<file path="src/rtl/traffic_light_monitor_pkg.sv">
// Shared definitions for the traffic light monitor: phase encodings, segment
// patterns, error bit positions and light code helpers.
package traffic_light_monitor_pkg;

  typedef enum logic [1:0] {
    PHASE_UNKNOWN = 2'd0,
    PHASE_GREEN   = 2'd1,
    PHASE_YELLOW  = 2'd2,
    PHASE_RED     = 2'd3
  } phase_t;

  localparam logic [6:0] SEG_0     = 7'h3F;
  localparam logic [6:0] SEG_1     = 7'h06;
  localparam logic [6:0] SEG_2     = 7'h5B;
  localparam logic [6:0] SEG_3     = 7'h4F;
  localparam logic [6:0] SEG_4     = 7'h66;
  localparam logic [6:0] SEG_5     = 7'h6D;
  localparam logic [6:0] SEG_6     = 7'h7D;
  localparam logic [6:0] SEG_7     = 7'h07;
  localparam logic [6:0] SEG_8     = 7'h7F;
  localparam logic [6:0] SEG_9     = 7'h6F;
  localparam logic [6:0] SEG_BLANK = 7'h00;

  localparam int ERR_CONFLICT  = 0;
  localparam int ERR_ROW_CODE  = 1;
  localparam int ERR_COL_CODE  = 2;
  localparam int ERR_SEQUENCE  = 3;
  localparam int ERR_SEGMENT   = 4;
  localparam int ERR_COUNTDOWN = 5;

  localparam int LIGHT_GREEN  = 0;
  localparam int LIGHT_YELLOW = 1;
  localparam int LIGHT_RED    = 2;

  localparam logic [2:0] LIGHTS_GREEN  = 3'(1 << LIGHT_GREEN);
  localparam logic [2:0] LIGHTS_YELLOW = 3'(1 << LIGHT_YELLOW);
  localparam logic [2:0] LIGHTS_RED    = 3'(1 << LIGHT_RED);

  // Any code that is not exactly one lamp maps to UNKNOWN.
  function automatic phase_t light_to_phase(input logic [2:0] lights);
    phase_t phase;
    phase = PHASE_UNKNOWN;
    if (lights == LIGHTS_GREEN)       phase = PHASE_GREEN;
    else if (lights == LIGHTS_YELLOW) phase = PHASE_YELLOW;
    else if (lights == LIGHTS_RED)    phase = PHASE_RED;
    return phase;
  endfunction

  // Moves into UNKNOWN are reported through the light code flags instead.
  function automatic logic legal_transition(input phase_t from, input phase_t to);
    logic ok;
    ok = (from == to) || (from == PHASE_UNKNOWN) || (to == PHASE_UNKNOWN) ||
         (from == PHASE_GREEN  && to == PHASE_YELLOW) ||
         (from == PHASE_YELLOW && to == PHASE_RED) ||
         (from == PHASE_RED    && to == PHASE_GREEN);
    return ok;
  endfunction

  function automatic logic is_moving(input phase_t phase);
    return (phase == PHASE_GREEN) || (phase == PHASE_YELLOW);
  endfunction

endpackage

</file>
<file path="src/rtl/traffic_light_monitor_if.sv">
// Controller output bus as seen by the monitor: light codes and display words.
interface traffic_light_monitor_if;

  logic [2:0]  row_traffic_lights;
  logic [2:0]  column_traffic_lights;
  logic [13:0] row_display;
  logic [13:0] column_display;

  modport master (
    output row_traffic_lights,
    output column_traffic_lights,
    output row_display,
    output column_display
  );

  modport slave (
    input row_traffic_lights,
    input column_traffic_lights,
    input row_display,
    input column_display
  );

endinterface

</file>
<file path="src/rtl/traffic_light_monitor_seven_segment_to_bcd.sv">
// Combinational seven-segment (gfedcba) to decimal digit decoder; a blank
// pattern is accepted only for the tens position.
module seven_segment_to_bcd
  import traffic_light_monitor_pkg::*;
(
  input  logic [6:0] pattern,
  input  logic       is_tens,
  output logic [3:0] digit,
  output logic       valid
);

  always_comb begin
    digit = 4'd0;
    valid = 1'b1;
    case (pattern)
      SEG_0:     digit = 4'd0;
      SEG_1:     digit = 4'd1;
      SEG_2:     digit = 4'd2;
      SEG_3:     digit = 4'd3;
      SEG_4:     digit = 4'd4;
      SEG_5:     digit = 4'd5;
      SEG_6:     digit = 4'd6;
      SEG_7:     digit = 4'd7;
      SEG_8:     digit = 4'd8;
      SEG_9:     digit = 4'd9;
      SEG_BLANK: valid = is_tens;
      default:   valid = 1'b0;
    endcase
  end

endmodule

</file>
<file path="src/rtl/traffic_light_monitor.sv">
// Passive two-stage observer of the intersection controller outputs: tracks
// each direction's phase and countdown and latches sticky safety errors.
module traffic_light_monitor
  import traffic_light_monitor_pkg::*;
(
  input  logic                   clock,
  input  logic                   reset,
  traffic_light_monitor_if.slave bus,
  output logic [1:0]             row_phase,
  output logic [1:0]             column_phase,
  output logic [6:0]             row_value,
  output logic [6:0]             column_value,
  output logic [7:0]             row_phase_cycles,
  output logic [7:0]             column_phase_cycles,
  output logic [5:0]             error
);

  // Index 0 is the row direction, index 1 the column direction.
  logic [1:0][2:0]  lights_s1;
  logic [1:0][13:0] display_s1;
  logic             sample_valid;

  phase_t [1:0]     phase_q;
  phase_t [1:0]     phase_d;
  phase_t [1:0]     seen_phase;
  logic [1:0][7:0]  count_q;
  logic [1:0][7:0]  count_d;
  logic [1:0][7:0]  cycles_q;
  logic [1:0][7:0]  cycles_d;
  logic [1:0][6:0]  value_q;
  logic [1:0][6:0]  value_d;
  logic [1:0][6:0]  decoded;
  logic [1:0][3:0]  tens_digit;
  logic [1:0][3:0]  ones_digit;
  logic [1:0]       tens_ok;
  logic [1:0]       ones_ok;
  logic [1:0]       digit_bad;
  logic [1:0]       digit_err_q;
  logic [1:0]       digit_err_d;
  logic [1:0]       changed;
  logic [5:0]       error_q;
  logic [5:0]       flags;

  always_ff @(posedge clock) begin
    if (reset) begin
      lights_s1    <= '0;
      display_s1   <= '0;
      sample_valid <= 1'b0;
    end else begin
      lights_s1    <= {bus.column_traffic_lights, bus.row_traffic_lights};
      display_s1   <= {bus.column_display, bus.row_display};
      sample_valid <= 1'b1;
    end
  end

  for (genvar d = 0; d < 2; d++) begin : g_digits
    seven_segment_to_bcd u_tens (
      .pattern (display_s1[d][13:7]),
      .is_tens (1'b1),
      .digit   (tens_digit[d]),
      .valid   (tens_ok[d])
    );
    seven_segment_to_bcd u_ones (
      .pattern (display_s1[d][6:0]),
      .is_tens (1'b0),
      .digit   (ones_digit[d]),
      .valid   (ones_ok[d])
    );
    assign decoded[d] = 7'(tens_digit[d]) * 7'd10 + 7'(ones_digit[d]);
  end

  // Nothing is committed until stage 1 holds a real post-reset sample.
  always_comb begin
    flags       = '0;
    phase_d     = phase_q;
    count_d     = count_q;
    cycles_d    = cycles_q;
    value_d     = value_q;
    digit_err_d = digit_err_q;
    for (int d = 0; d < 2; d++) begin
      seen_phase[d] = light_to_phase(lights_s1[d]);
      changed[d]    = (seen_phase[d] != phase_q[d]);
      digit_bad[d]  = !(tens_ok[d] && ones_ok[d]);
      if (sample_valid) begin
        if (seen_phase[d] == PHASE_UNKNOWN)
          flags[ERR_ROW_CODE + d] = 1'b1;
        if (!legal_transition(phase_q[d], seen_phase[d]))
          flags[ERR_SEQUENCE] = 1'b1;
        if (digit_bad[d])
          flags[ERR_SEGMENT] = 1'b1;
        else
          value_d[d] = decoded[d];
        if (!changed[d] && seen_phase[d] != PHASE_UNKNOWN && !digit_bad[d] &&
            !digit_err_q[d] && decoded[d] != value_q[d] &&
            decoded[d] != value_q[d] - 7'd1)
          flags[ERR_COUNTDOWN] = 1'b1;
        // Durations adjacent to UNKNOWN are meaningless and not reported.
        if (changed[d]) begin
          count_d[d] = 8'd1;
          if (phase_q[d] != PHASE_UNKNOWN && seen_phase[d] != PHASE_UNKNOWN)
            cycles_d[d] = count_q[d];
        end else if (count_q[d] != 8'hFF) begin
          count_d[d] = count_q[d] + 8'd1;
        end
        phase_d[d]     = seen_phase[d];
        digit_err_d[d] = digit_bad[d];
      end
    end
    if (sample_valid && is_moving(seen_phase[0]) && is_moving(seen_phase[1]))
      flags[ERR_CONFLICT] = 1'b1;
  end

  always_ff @(posedge clock) begin
    if (reset) begin
      phase_q[0]  <= PHASE_UNKNOWN;
      phase_q[1]  <= PHASE_UNKNOWN;
      count_q     <= '0;
      cycles_q    <= '0;
      value_q     <= '0;
      digit_err_q <= '0;
      error_q     <= '0;
    end else begin
      phase_q     <= phase_d;
      count_q     <= count_d;
      cycles_q    <= cycles_d;
      value_q     <= value_d;
      digit_err_q <= digit_err_d;
      error_q     <= error_q | flags;
    end
  end

  assign row_phase           = phase_q[0];
  assign column_phase        = phase_q[1];
  assign row_value           = value_q[0];
  assign column_value        = value_q[1];
  assign row_phase_cycles    = cycles_q[0];
  assign column_phase_cycles = cycles_q[1];
  assign error               = error_q;

endmodule
</file>
<file path="src/flat_wrapper.sv">
// flat-port wrapper written by rule: the top's interface ports become plain ports
module traffic_light_monitor_flat import traffic_light_monitor_pkg::*;
  (clock, reset, row_phase, column_phase, row_value, column_value, row_phase_cycles, column_phase_cycles, error, bus_row_traffic_lights, bus_column_traffic_lights, bus_row_display, bus_column_display);
  traffic_light_monitor_if bus_i ();
  input  logic clock;
  input  logic reset;
  output logic [1:0] row_phase;
  output logic [1:0] column_phase;
  output logic [6:0] row_value;
  output logic [6:0] column_value;
  output logic [7:0] row_phase_cycles;
  output logic [7:0] column_phase_cycles;
  output logic [5:0] error;
  input wire logic [$bits(bus_i.row_traffic_lights)-1:0] bus_row_traffic_lights;
  input wire logic [$bits(bus_i.column_traffic_lights)-1:0] bus_column_traffic_lights;
  input wire logic [$bits(bus_i.row_display)-1:0] bus_row_display;
  input wire logic [$bits(bus_i.column_display)-1:0] bus_column_display;
  assign bus_i.row_traffic_lights = bus_row_traffic_lights;
  assign bus_i.column_traffic_lights = bus_column_traffic_lights;
  assign bus_i.row_display = bus_row_display;
  assign bus_i.column_display = bus_column_display;
  traffic_light_monitor u_core (.clock(clock), .reset(reset), .bus(bus_i), .row_phase(row_phase), .column_phase(column_phase), .row_value(row_value), .column_value(column_value), .row_phase_cycles(row_phase_cycles), .column_phase_cycles(column_phase_cycles), .error(error));
endmodule
</file>
<file path="config.mk">
export PLATFORM = sky130hd
export DESIGN_NAME = traffic_light_monitor_flat
export DESIGN_NICKNAME = d
export VERILOG_FILES = /design/src/rtl/traffic_light_monitor_pkg.sv /design/src/rtl/traffic_light_monitor_if.sv /design/src/rtl/traffic_light_monitor_seven_segment_to_bcd.sv /design/src/rtl/traffic_light_monitor.sv /design/src/flat_wrapper.sv
export SDC_FILE = /design/constraint.sdc
export NUM_CORES = 1
export LEC_CHECK = 0
export ABC_AREA = 0
export CAP_MARGIN = 20
export CORE_MARGIN = 4
export CORE_UTILIZATION = 60
export DETAILED_ROUTE_END_ITERATION = 8
export HOLD_SLACK_MARGIN = 0.05
export PLACE_DENSITY = 0.86
export SYNTH_ARGS = -nofsm -noshare
export SYNTH_HDL_FRONTEND = slang
export SYNTH_HIERARCHICAL = 1
export SYNTH_SLANG_ARGS = --single-unit
</file>
<file path="constraint.sdc">
create_clock -name clock -period 5.6 [get_ports clock]
set_input_delay 0.56 -clock clock [delete_from_list [all_inputs] [get_ports clock]]
set_output_delay 0.56 -clock clock [all_outputs]
set_load 0.05 [all_outputs]
</file>
==> key figures <==
Run status
  • Status: complete, no violations

Timing
  • Max-slew violation count: 0
  • Final min period: 3.79 ns
  • Final WS setup: between 1.5 and 2 ns
  • Worst-Margin Slew: about 0.83 ns
  • Final worst path period share: between 60% and 70%
  • Final setup fails: 0
  • RSZ-0062 raised after global routing: false
  • Final Hold Viols: 0
  • Slew HR: approximately 45%
  • Hold WS: around 0.47 ns
  • TNS Setup: 0 ns
  • Clock Skew: between 0.009 and 0.01 ns
  • Max Freq: roughly 260 MHz

Finish
  • Multi-input gate area: between 3000 and 4000 um2
  • Share of cells above drive strength 1: 6.94%
  • # diodes: 0
  • Design Area, Final: around 6500 um2
  • Filler cell count: just under 700
  • P&R area growth vs syn: 16.2%
  • Final instance count without filler cells: slightly above 800
  • Reg area: between 1500 and 2000 um2
  • Final net count: approximately 800

Clocking
  • CTS Sinks: 93
  • CTS H-tree lvls: 3
  • Hold-fix buffers at CTS: 0
  • Root buf cell: clkbuf_8
  • Cts bufs inserted: 9
  • Resize count post-CTS: 0
  • Clk buf depth: 2
  • Setup Buffers After CTS: 0
  • CTS tree: built
  • Worst-Skew Late Latency: 0.36 ns
  • CTS clk-pin slew, worst paths: 0.10 ns

Setup path
  • Delay-heaviest family, CP: compound AO/OA/AOI/OAI gates
  • Critical-path cell list: nor4bb_1 > nand3_1 > o21ai_0 > ha_1 > ha_1 > inv_1 > fa_1 > inv_1 > o211ai_1 > a311oi_1 > a31oi_1 > a2111oi_0 > o32ai_1
  • CP arrival: 4.02 ns
  • Worst path max stage delay: 0.49 ns
  • Startpoint types: register
  • Slowest CP cell: fa_1
  • CP max FO: 8
  • Worst EP required: about 6 ns
  • Crit Path Category: register to register
  • CP Capture Type: register
  • Worst Path Buf+Inv: 2

Synth
  • Post-synth EDFFs: 0
  • Ys Warns: 6
  • Synth top area share: about a third
  • Synthesized cell area: between 5000 and 6000 um2
  • Synth top area cells: dfxtp_1, ha_1, nor2_1
  • Top_reg_cell synth: dfxtp_1
  • Cell taking the most area after synthesis: dfxtp_1
  • Mapped Cells: between 600 and 700
  • Top post-synthesis cells by count: dfxtp_1, nor2_1, nand2_1, a21oi_1, nor2b_1
  • Most common cell in the synthesized netlist: dfxtp_1
  • Syn_area_per_cell: about 8.5 um2
  • Sequential share of the synthesized area: 33.2%
  • Library cells used by synthesis: 75
  • Number of synthesized register bits: 93
  • FFs w/ async S/R, synth: 0%

Power
  • Sw Share: slightly below 30%
  • Sequential share of power: between 50 and 60%
  • Peak supply drop: approximately 0.00012 V
  • P_sw: between 300 and 400 uW
  • Clock power share: 32.7%
  • Internal power: about 940 uW
  • Logic pwr share: between 10% and 20%
  • Leakage: roughly 2.4 nW
  • Power Dens Cells: around 200 nW/um2

Detailed routing
  • DR pass1 iterations: 5
  • DR DRC count: 0
  • Via/cell ratio: 5.94
  • Vias: approximately 5000
  • Post-DRT Antenna Nets: 0
  • Drt wl/cell: approximately 15 um
  • Detailed Route WL: 12.5 mm
  • Drt first-iter violations: 347

Placed design
  • Placer Congestion: around 0.9
  • Area post-placement: ~6300 um2
  • Inst Count DP: 812
  • Place WS: ~2.0 ns
  • IO Port Bufs: between 70 and 80
  • Dpl hpwl: approximately 9.5 mm

Worst hold path
  • Worst min-delay path class: register to register

Floorplan
  • Die Area: ~11000 um2
  • Row count: 34
  • Starting Density: between 60% and 70%
  • Die X: around 100 um
  • Core Region: slightly below 9000 um2
  • Die height: approximately 100 um
  • I/O pin cnt: between 70 and 80

Global route
  • Overflow after GRT: 0
  • Largest net degree at the start of global routing: 54
  • Initial antenna violation count: 0
  • First-pass GRT wire length: between 20 and 25 mm
  • Number of global-route vias before repair: ~4700
  • Tot GR Track Use: 22.5%

Run
  • Max-cap violation count: 0
through the flow:
stage          util, %  power [mW]
2_1_floorplan        -       0.845
3_3_place_gp      71.1       0.891
3_5_place_dp      71.1       0.900
4_1_cts           73.2        1.32
5_1_grt           73.2        1.37
6_report          73.2        1.32
worst paths after layout:
check / startpoint / end / slack (ns) / cells past startpoint
max reg2reg: u_core/display_s1[9] / u_core/error[5] / 1.81 / 13
min: u_core/digit_err_q[1] / u_core/digit_err_q[1] / 0.47 / 1
min reg2reg: u_core/digit_err_q[1] / u_core/digit_err_q[1] / 0.47 / 1
max: u_core/display_s1[9] / u_core/error[5] / 1.81 / 13
flip-flops by register name, summed over array words and instances, names as in the netlist:
signal / flops
u_core/column_phase_cycles: 8
u_core/error: 6
u_core/count_q: 16
u_core/digit_err_q: 2
u_core/column_phase: 2
u_core/display_s1: 28
u_core/row_value: 7
u_core/row_phase_cycles: 8
u_core/column_value: 7
u_core/row_phase: 2
u_core/lights_s1: 6
u_core/sample_valid: 1
routing by layer:
| metal | global-route usage [%] | share of wire [%] |
|---|---|---|
| met3 | 4.07 | 5.2 |
| met1 | 25.1 | 41 |
| met5 | 0 | 0 |
| met4 | 7.97 | 2.3 |
| met2 | 42.5 | 52 |
power by group through the flow:
stage | Sequential, mW | Clock, mW | Combinational (mW)
6_report | 0.718 | 0.430 | 0.169
5_1_grt | 0.723 | 0.465 | 0.184
4_1_cts | 0.717 | 0.438 | 0.168
3_5_place_dp | 0.733 | 0 | 0.167
3_3_place_gp | 0.730 | 0 | 0.160
2_1_floorplan | 0.734 | 0 | 0.111
worst register-to-register path, cell delays in order, from the launching register on:
cell       delay, ns
dfxtp_1         0.48
nor4bb_1        0.45
nand3_1         0.17
o21ai_0         0.19
ha_1            0.31
ha_1            0.20
inv_1           0.06
fa_1            0.49
inv_1           0.11
o211ai_1        0.17
a311oi_1        0.32
a31oi_1         0.06
a2111oi_0       0.49
o32ai_1         0.15
layout by cell type, fill, tap and decap left out, types with 4 or more instances in the layout:
cell type / n
nor4_1: 4
o211ai_1: 6
o21ai_0: 15
nand4b_1: 4
nor2_1: 77
or3_1: 15
fa_1: 4
nor2b_1: 39
mux2_4: 4
nand4_1: 6
nor4bb_1: 4
mux2i_1: 17
or4_1: 5
xnor2_1: 27
a21oi_1: 42
o31ai_1: 7
ha_1: 25
a21oi_2: 5
nor3b_1: 16
a22o_1: 6
nor3_1: 11
xor2_1: 14
nand3_1: 26
nand3b_1: 4
nand2_1: 49
and4bb_1: 4
clkinv_4: 4
inv_1: 23
clkdlybuf4s50_1: 74
dfxtp_1: 93
clkbuf_8: 9
and3b_2: 4
and3_1: 6
conb_1: 4
kinds of logic after synthesis:
| group | Yosys count | synth area share [%] |
|---|---|---|
| compound gates | 117 | 14.2 |
| xor+xnor | 44 | 7.39 |
| fa+ha+maj | 30 | 7.21 |
| mux | 23 | 4.51 |
| other cells | 2 | 0.134 |
| simple gates | 292 | 28.4 |
| buf+inv | 55 | 4.89 |
| flops | 93 | 33.2 |
layout make-up:
type                       instances  area share (%)
tap                              108            2.07
inverter                          24            1.38
multi-input combinational        510            53.4
clock inverter                     7            1.02
clock buffer                       9            1.90
sequential                        93            28.6
timing repair buffer              77            11.7
(Power assumes the default switching activity.)
